## src/rtl/draw_pkg.sv

```systemverilog
// Shared types and constants for the screen painters on the 160x120 playfield.
package draw_pkg;

    localparam int unsigned SCREEN_W = 160;
    localparam int unsigned SCREEN_H = 120;
    localparam int unsigned XW       = 8;
    localparam int unsigned YW       = 7;
    localparam int unsigned CW       = 3;

    localparam logic [CW-1:0] BLACK = 3'b000;
    localparam logic [CW-1:0] RED   = 3'b100;

    typedef enum logic [2:0] {
        S_IDLE,
        S_TOP,
        S_BOTTOM,
        S_LEFT,
        S_RIGHT,
        S_MARK,
        S_DONE
    } state_t;

    // Rectangle handed to the scanner on a reload.
    typedef struct packed {
        logic [XW-1:0] x;
        logic [YW-1:0] y;
        logic [XW-1:0] w;
        logic [YW-1:0] h;
    } region_t;

endpackage

```

## src/rtl/rect_scan.sv

```systemverilog
// Generic row-major 2D scanner: walks a loaded rectangle one pixel per advance.
module rect_scan
    import draw_pkg::*;
(
    input  logic          clock,
    input  logic          resetn,
    input  logic          load_i,
    input  logic [XW-1:0] base_x_i,
    input  logic [YW-1:0] base_y_i,
    input  logic [XW-1:0] width_i,
    input  logic [YW-1:0] height_i,
    input  logic          advance_i,
    output logic [XW-1:0] x_o,
    output logic [YW-1:0] y_o,
    output logic          last_o
);

    logic [XW-1:0] x_q, x_d, x_base_q, x_base_d, x_end_q, x_end_d;
    logic [YW-1:0] y_q, y_d, y_end_q, y_end_d;
    logic          last_q, last_d;

    // Next position: reload wins over stepping; x runs fastest, wrapping to the base column.
    always_comb begin
        x_d      = x_q;
        y_d      = y_q;
        x_base_d = x_base_q;
        x_end_d  = x_end_q;
        y_end_d  = y_end_q;
        if (load_i) begin
            x_d      = base_x_i;
            y_d      = base_y_i;
            x_base_d = base_x_i;
            x_end_d  = base_x_i + width_i - XW'(1);
            y_end_d  = base_y_i + height_i - YW'(1);
        end else if (advance_i) begin
            if (x_q == x_end_q) begin
                x_d = x_base_q;
                y_d = y_q + YW'(1);
            end else begin
                x_d = x_q + XW'(1);
            end
        end
        last_d = (x_d == x_end_d) && (y_d == y_end_d);
    end

    // Position registers; last is registered alongside so it describes the pixel on x_o/y_o.
    always_ff @(posedge clock) begin
        if (!resetn) begin
            x_q      <= '0;
            y_q      <= '0;
            x_base_q <= '0;
            x_end_q  <= '0;
            y_end_q  <= '0;
            last_q   <= 1'b0;
        end else begin
            x_q      <= x_d;
            y_q      <= y_d;
            x_base_q <= x_base_d;
            x_end_q  <= x_end_d;
            y_end_q  <= y_end_d;
            last_q   <= last_d;
        end
    end

    assign x_o    = x_q;
    assign y_o    = y_q;
    assign last_o = last_q;

endmodule

```

## src/rtl/frame_drawer.sv

```systemverilog
// Border-and-marker painter: outline of THICK pixels then an optional filled marker.
module frame_drawer
    import draw_pkg::*;
#(
    parameter int unsigned   X0          = 25,
    parameter int unsigned   Y0          = 20,
    parameter int unsigned   X1          = 135,
    parameter int unsigned   Y1          = 104,
    parameter int unsigned   THICK       = 1,
    parameter logic [CW-1:0] COLOUR      = 3'b100,
    parameter int unsigned   MARK_X      = 133,
    parameter int unsigned   MARK_Y      = 21,
    parameter int unsigned   MARK_W      = 2,
    parameter int unsigned   MARK_H      = 2,
    parameter logic [CW-1:0] MARK_COLOUR = 3'b100
) (
    input  logic          clock,
    input  logic          resetn,
    input  logic          start,
    input  logic          erase,
    output logic [XW-1:0] x,
    output logic [YW-1:0] y,
    output logic [CW-1:0] colour,
    output logic          plot,
    output logic          busy,
    output logic          done
);

    localparam bit MARK_EN = (MARK_W != 0) && (MARK_H != 0);

    localparam bit PARAMS_OK =
        (X0 < X1) && (X1 < SCREEN_W) && (Y0 < Y1) && (Y1 < SCREEN_H) &&
        (THICK >= 1) && (THICK <= 8) &&
        (2 * THICK <= X1 - X0 + 1) && (2 * THICK <= Y1 - Y0 + 1) &&
        (!MARK_EN || ((MARK_X + MARK_W <= SCREEN_W) && (MARK_Y + MARK_H <= SCREEN_H)));

    state_t        state_q, state_d;
    logic          erase_q, erase_d;
    logic [CW-1:0] colour_q, colour_d;
    logic          plot_q, plot_d, busy_q, busy_d, done_q, done_d;
    logic          load, advance, scan_last;
    region_t       region;

    // Rectangle scanned in each state; IDLE/DONE park the scanner at (0,0).
    function automatic region_t region_of(input state_t s);
        region_t r;
        case (s)
            S_TOP:    r = '{x: XW'(X0), y: YW'(Y0), w: XW'(X1 - X0 + 1), h: YW'(THICK)};
            S_BOTTOM: r = '{x: XW'(X0), y: YW'(Y1 - THICK + 1), w: XW'(X1 - X0 + 1), h: YW'(THICK)};
            S_LEFT:   r = '{x: XW'(X0), y: YW'(Y0), w: XW'(THICK), h: YW'(Y1 - Y0 + 1)};
            S_RIGHT:  r = '{x: XW'(X1 - THICK + 1), y: YW'(Y0), w: XW'(THICK), h: YW'(Y1 - Y0 + 1)};
            S_MARK:   r = '{x: XW'(MARK_X), y: YW'(MARK_Y), w: XW'(MARK_W), h: YW'(MARK_H)};
            default:  r = '0;
        endcase
        return r;
    endfunction

    // Next state, scanner control and next values of the registered outputs.
    always_comb begin
        state_d = state_q;
        erase_d = erase_q;
        advance = 1'b0;
        case (state_q)
            S_IDLE: begin
                if (start) begin
                    state_d = S_TOP;
                    erase_d = erase;
                end
            end
            S_TOP:    if (scan_last) state_d = S_BOTTOM; else advance = 1'b1;
            S_BOTTOM: if (scan_last) state_d = S_LEFT;   else advance = 1'b1;
            S_LEFT:   if (scan_last) state_d = S_RIGHT;  else advance = 1'b1;
            S_RIGHT:  if (scan_last) state_d = MARK_EN ? S_MARK : S_DONE; else advance = 1'b1;
            S_MARK:   if (scan_last) state_d = S_DONE;   else advance = 1'b1;
            S_DONE: begin
                // The edge leaving DONE doubles as the IDLE sample, so a held start runs back-to-back.
                if (start) begin
                    state_d = S_TOP;
                    erase_d = erase;
                end else begin
                    state_d = S_IDLE;
                end
            end
            default: state_d = S_IDLE;
        endcase

        load   = (state_d != state_q);
        region = region_of(state_d);

        case (state_d)
            S_TOP, S_BOTTOM, S_LEFT, S_RIGHT: colour_d = COLOUR;
            S_MARK:                           colour_d = MARK_COLOUR;
            default:                          colour_d = BLACK;
        endcase
        if (erase_d) colour_d = BLACK;

        plot_d = (state_d != S_IDLE) && (state_d != S_DONE);
        busy_d = (state_d != S_IDLE);
        done_d = (state_d == S_DONE);
    end

    // State, erase latch and output registers.
    always_ff @(posedge clock) begin
        if (!resetn) begin
            state_q  <= S_IDLE;
            erase_q  <= 1'b0;
            colour_q <= BLACK;
            plot_q   <= 1'b0;
            busy_q   <= 1'b0;
            done_q   <= 1'b0;
        end else begin
            state_q  <= state_d;
            erase_q  <= erase_d;
            colour_q <= colour_d;
            plot_q   <= plot_d;
            busy_q   <= busy_d;
            done_q   <= done_d;
        end
    end

    // Single scanner, reloaded at every region boundary.
    rect_scan u_scan (
        .clock     (clock),
        .resetn    (resetn),
        .load_i    (load),
        .base_x_i  (region.x),
        .base_y_i  (region.y),
        .width_i   (region.w),
        .height_i  (region.h),
        .advance_i (advance),
        .x_o       (x),
        .y_o       (y),
        .last_o    (scan_last)
    );

    // Out-of-range geometry is a configuration error, flagged in simulation.
    always_ff @(posedge clock) begin : p_param_check
        assert (PARAMS_OK) else $error("frame_drawer: illegal parameter set");
    end

    assign colour = colour_q;
    assign plot   = plot_q;
    assign busy   = busy_q;
    assign done   = done_q;

endmodule

```

## config.mk

```make
export PLATFORM = sky130hd
export DESIGN_NAME = frame_drawer
export DESIGN_NICKNAME = d
export VERILOG_FILES = /design/src/rtl/draw_pkg.sv /design/src/rtl/rect_scan.sv /design/src/rtl/frame_drawer.sv
export SDC_FILE = /design/constraint.sdc
export NUM_CORES = 1
export LEC_CHECK = 0
export CAP_MARGIN = 20
export CORE_MARGIN = 3
export CORE_UTILIZATION = 25
export CTS_BUF_LIST = sky130_fd_sc_hd__clkbuf_4
export DETAILED_ROUTE_END_ITERATION = 7
export MAX_ROUTING_LAYER = met4
export PLACE_DENSITY = 0.51
export SETUP_SLACK_MARGIN = 0.5
export SYNTH_ARGS = -nofsm -noshare
export SYNTH_HDL_FRONTEND = slang
export SYNTH_SLANG_ARGS = --single-unit
```

## constraint.sdc

```tcl
create_clock -name clock -period 4.55 [get_ports clock]
set_input_delay 0.455 -clock clock [delete_from_list [all_inputs] [get_ports clock]]
set_output_delay 0.455 -clock clock [all_outputs]
set_load 0.005 [all_outputs]
```

==> flow_summary.yaml <==
worst_setup_path:
  crit_fanout: 19
  cp_data_arrival_time_ns: 4.07
  worstPathRequired_ns: 4.84
  crit_end: "u_scan.last_o"
  critPathKind: "register to register"
  endpoint_kind: "register"
  critPathLaunchType: "register"
  r2r_cells: 16
  startpoint: "state_q[2]"
  r2r-start: "state_q[2]"
  r2r_setup_slack_ns: 0.77
  r2r_end: "u_scan.last_o"
routing:
  antenna_left: 0
  via_count: 2482
  drt_iter0_drc: 132
  firstDrtPassIters: 5
  post_drt_wl_per_cell_um: 14.8
  drc_errors: 0
  wl_um: 7410
  vias_per_cell: 4.97
place:
  hpwl_um: 5540
  place.gp.congestion: 0.875
  portBuffers: 22
  dpl_cell_area_um2: 3080
cts:
  post-cts-setup-buffers: 0
  htree_levels: 2
  cts_buffer_depth: 2
  holdBufCountCts: 0
  clkSlewWorstSetupHoldPaths_ns: 0.15
  cts_made_buffers: 5
  worstSkewPairLatency_ns: 0.36
  root_buffer: "clkbuf_4"
  cts_tree: "yes"
  cts.sinks: 43
cells_and_area:
  diodes: 0
  fin_area_um2: 3190
  drive_above_1_share_pct: 9.37
  syn_to_final_growth_pct: 17.5
  fin_nets: 374
global_route:
  grt_pass1_vias: 2447
  grt_pass1_wl_um: 12400
  globalRouteMet3Util_pct: 2.39
  met1_usage_pct: 18.6
  grt_max_degree: 24
  antenna_found_initial: 0
  grt.total_usage_pct: 13.3
  grt-ovfl-total: 0
  busiest_layer: "met2"
  met2_usage_pct: 20.1
hold_path:
  hold-path-cell-count: 2
  hp-class: "register to register"
synthesis:
  syn_area_per_cell_um2: 7.89
  syn_area_um2: 2720
  synth_top_area_cell: "dfxtp_1"
  synth_cells: 344
  synth_top_area_share_pct: 31.7
  synth_edf_count: 0
  ys_seq_area_share_pct: 31.7
  synth_most_common_cell: "dfxtp_1"
  synthTopCellsByCount: "43 x dfxtp_1, 40 x a21oi_1, 38 x nor2_1"
  synthFlopType: "dfxtp_1"
  ys_ff_latch: 43
  ys_types: 52
  yosysWarnings: 0
  synthTopCellsByArea: "dfxtp_1 32%, a21oi_1 7.4%, xnor2_1 6.8%, nor2_1 5.3%, nand2_1 3.9%"
  synthArstFlopShare_pct: 0
run:
  timing.max_cap.violations: 0
timing:
  rsz0062_at_grt: "no"
  tightest_slew_ns: 1.09
  slew_violations: 0
  skew_ns: 0.0195
  setup_viol: 0
  period_minus_slack_ns: 3.78
  relSlewSlack_pct: 26.7
  fin_crit_sh_pct: 83.1
  tns_ns: 0
  hold_violations: 0
  max_freq_mhz: 264
power_and_ir_drop:
  leakagePower_nw: 1.19
  power_density_nw_per_um2: 291
  ir_drop_v: 0.000133
outcome:
  status: "completed"
floorplanning:
  die_area_um2: 12100
  core_um2: 10500
  rows: 37
  die_w_um: 110
  ioPinCount: 25
  fp.dieH_um: 110
  initial_core_util_pct: 26.0
placed cells by master, fill, tap and decap left out, types with 7 or more instances in the layout:
master,instances
a21oi_1,39
and2_1,10
buf_4,9
clkdlybuf4s50_1,21
dfxtp_1,41
ha_1,7
inv_1,7
nand2_1,28
nand3_1,7
nand4_1,8
nor2_1,37
nor3_1,7
o21a_1,7
o21ai_0,11
xnor2_1,20
xor2_1,12
cells by family after synthesis:
group           Yosys count  synth area share, %
xor+xnor                 33                 10.6
flops                    43                 31.7
buf+inv                  31                 5.02
fa+ha+maj                 8                 3.96
simple gates            125                 23.3
mux                       8                 3.04
other cells               1                0.138
compound gates           95                 22.2
worst min-delay path by stage:
stage,from,endpoint
floorplan,u_scan.x_base_q[4],u_scan.x_base_q[4]
global placement,u_scan.y_end_q[0],u_scan.y_end_q[0]
CTS,u_scan.y_end_q[0],u_scan.y_end_q[0]
detailed placement,u_scan.y_end_q[0],u_scan.y_end_q[0]
finish,u_scan.y_end_q[0],u_scan.y_end_q[0]
global route,u_scan.x_base_q[0],u_scan.x_base_q[0]
critical path, stage by stage, from the launching register on:
cell	delay [ns]
dfxtp_2	0.38
buf_6	0.18
inv_1	0.14
nand2_1	0.14
o21ai_0	0.08
a221o_1	0.37
ha_1	0.23
fa_1	0.41
a21o_1	0.24
a21oi_2	0.16
xnor2_2	0.15
xnor2_1	0.14
a31oi_1	0.09
or4_1	0.42
a221oi_2	0.18
nand4_1	0.13
nor4_2	0.27
power breakdown:
| part | leakage (nW) | total, W | internal [W] | switching [W] |
|---|---|---|---|---|
| Clock | 0.0452 | 0.000253 | 0.000116 | 0.000138 |
| Sequential | 0.355 | 0.000426 | 0.000401 | 0.0000248 |
| Combinational | 0.792 | 0.000248 | 0.000112 | 0.000137 |
area by class of cell:
cell class,count,area (µm²)
clock inverters,3,43.8
well taps,136,170
multi-input cells,271,1740
inverters,9,33.8
clock buffers,5,37.5
fillers,1178,7270
flip-flops and latches,43,866
repair buffers,32,302
per-stage QoR:
step / hold WS [ns] / std cells / utilization [%] / total power, W / setup WS [ns]
final: 0.483 / 499 / 30.5 / 0.000928 / 0.768
after global routing: 0.503 / 499 / 30.5 / 0.000992 / 0.500
after CTS: 0.489 / 499 / 30.2 / 0.000941 / 0.559
after detailed placement: 0.468 / 491 / 29.5 / 0.000683 / 0.287
after global placement: 0.456 / 491 / 29.5 / 0.000681 / 0.365
after floorplan: 0.442 / 345 / - / 0.000605 / 0.873
per-layer routing:
layer | up-vias | wire length (µm)
li1 | 1260 | -
met1 | 1162 | 3720
met2 | 50 | 3280
met3 | 10 | 334
met4 | 0 | 73
met5 | - | 0
what timing repair did:
action,CTS,global route
endpoints found under the hold margin,0,0
resized for setup,0,9
endpoints found under the setup margin,0,1
registers in the layout, summed over array words and instances, names as in the netlist:
| register | count |
|---|---|
| u_scan.x_end_q | 8 |
| u_scan.x_o | 8 |
| u_scan.y_end_q | 7 |
| u_scan.y_o | 7 |
| u_scan.x_base_q | 4 |
| state_q | 3 |
| busy | 1 |
| colour | 1 |
| done | 1 |
| erase_q | 1 |
| plot | 1 |
| u_scan.last_o | 1 |
(Power assumes the default switching activity.)
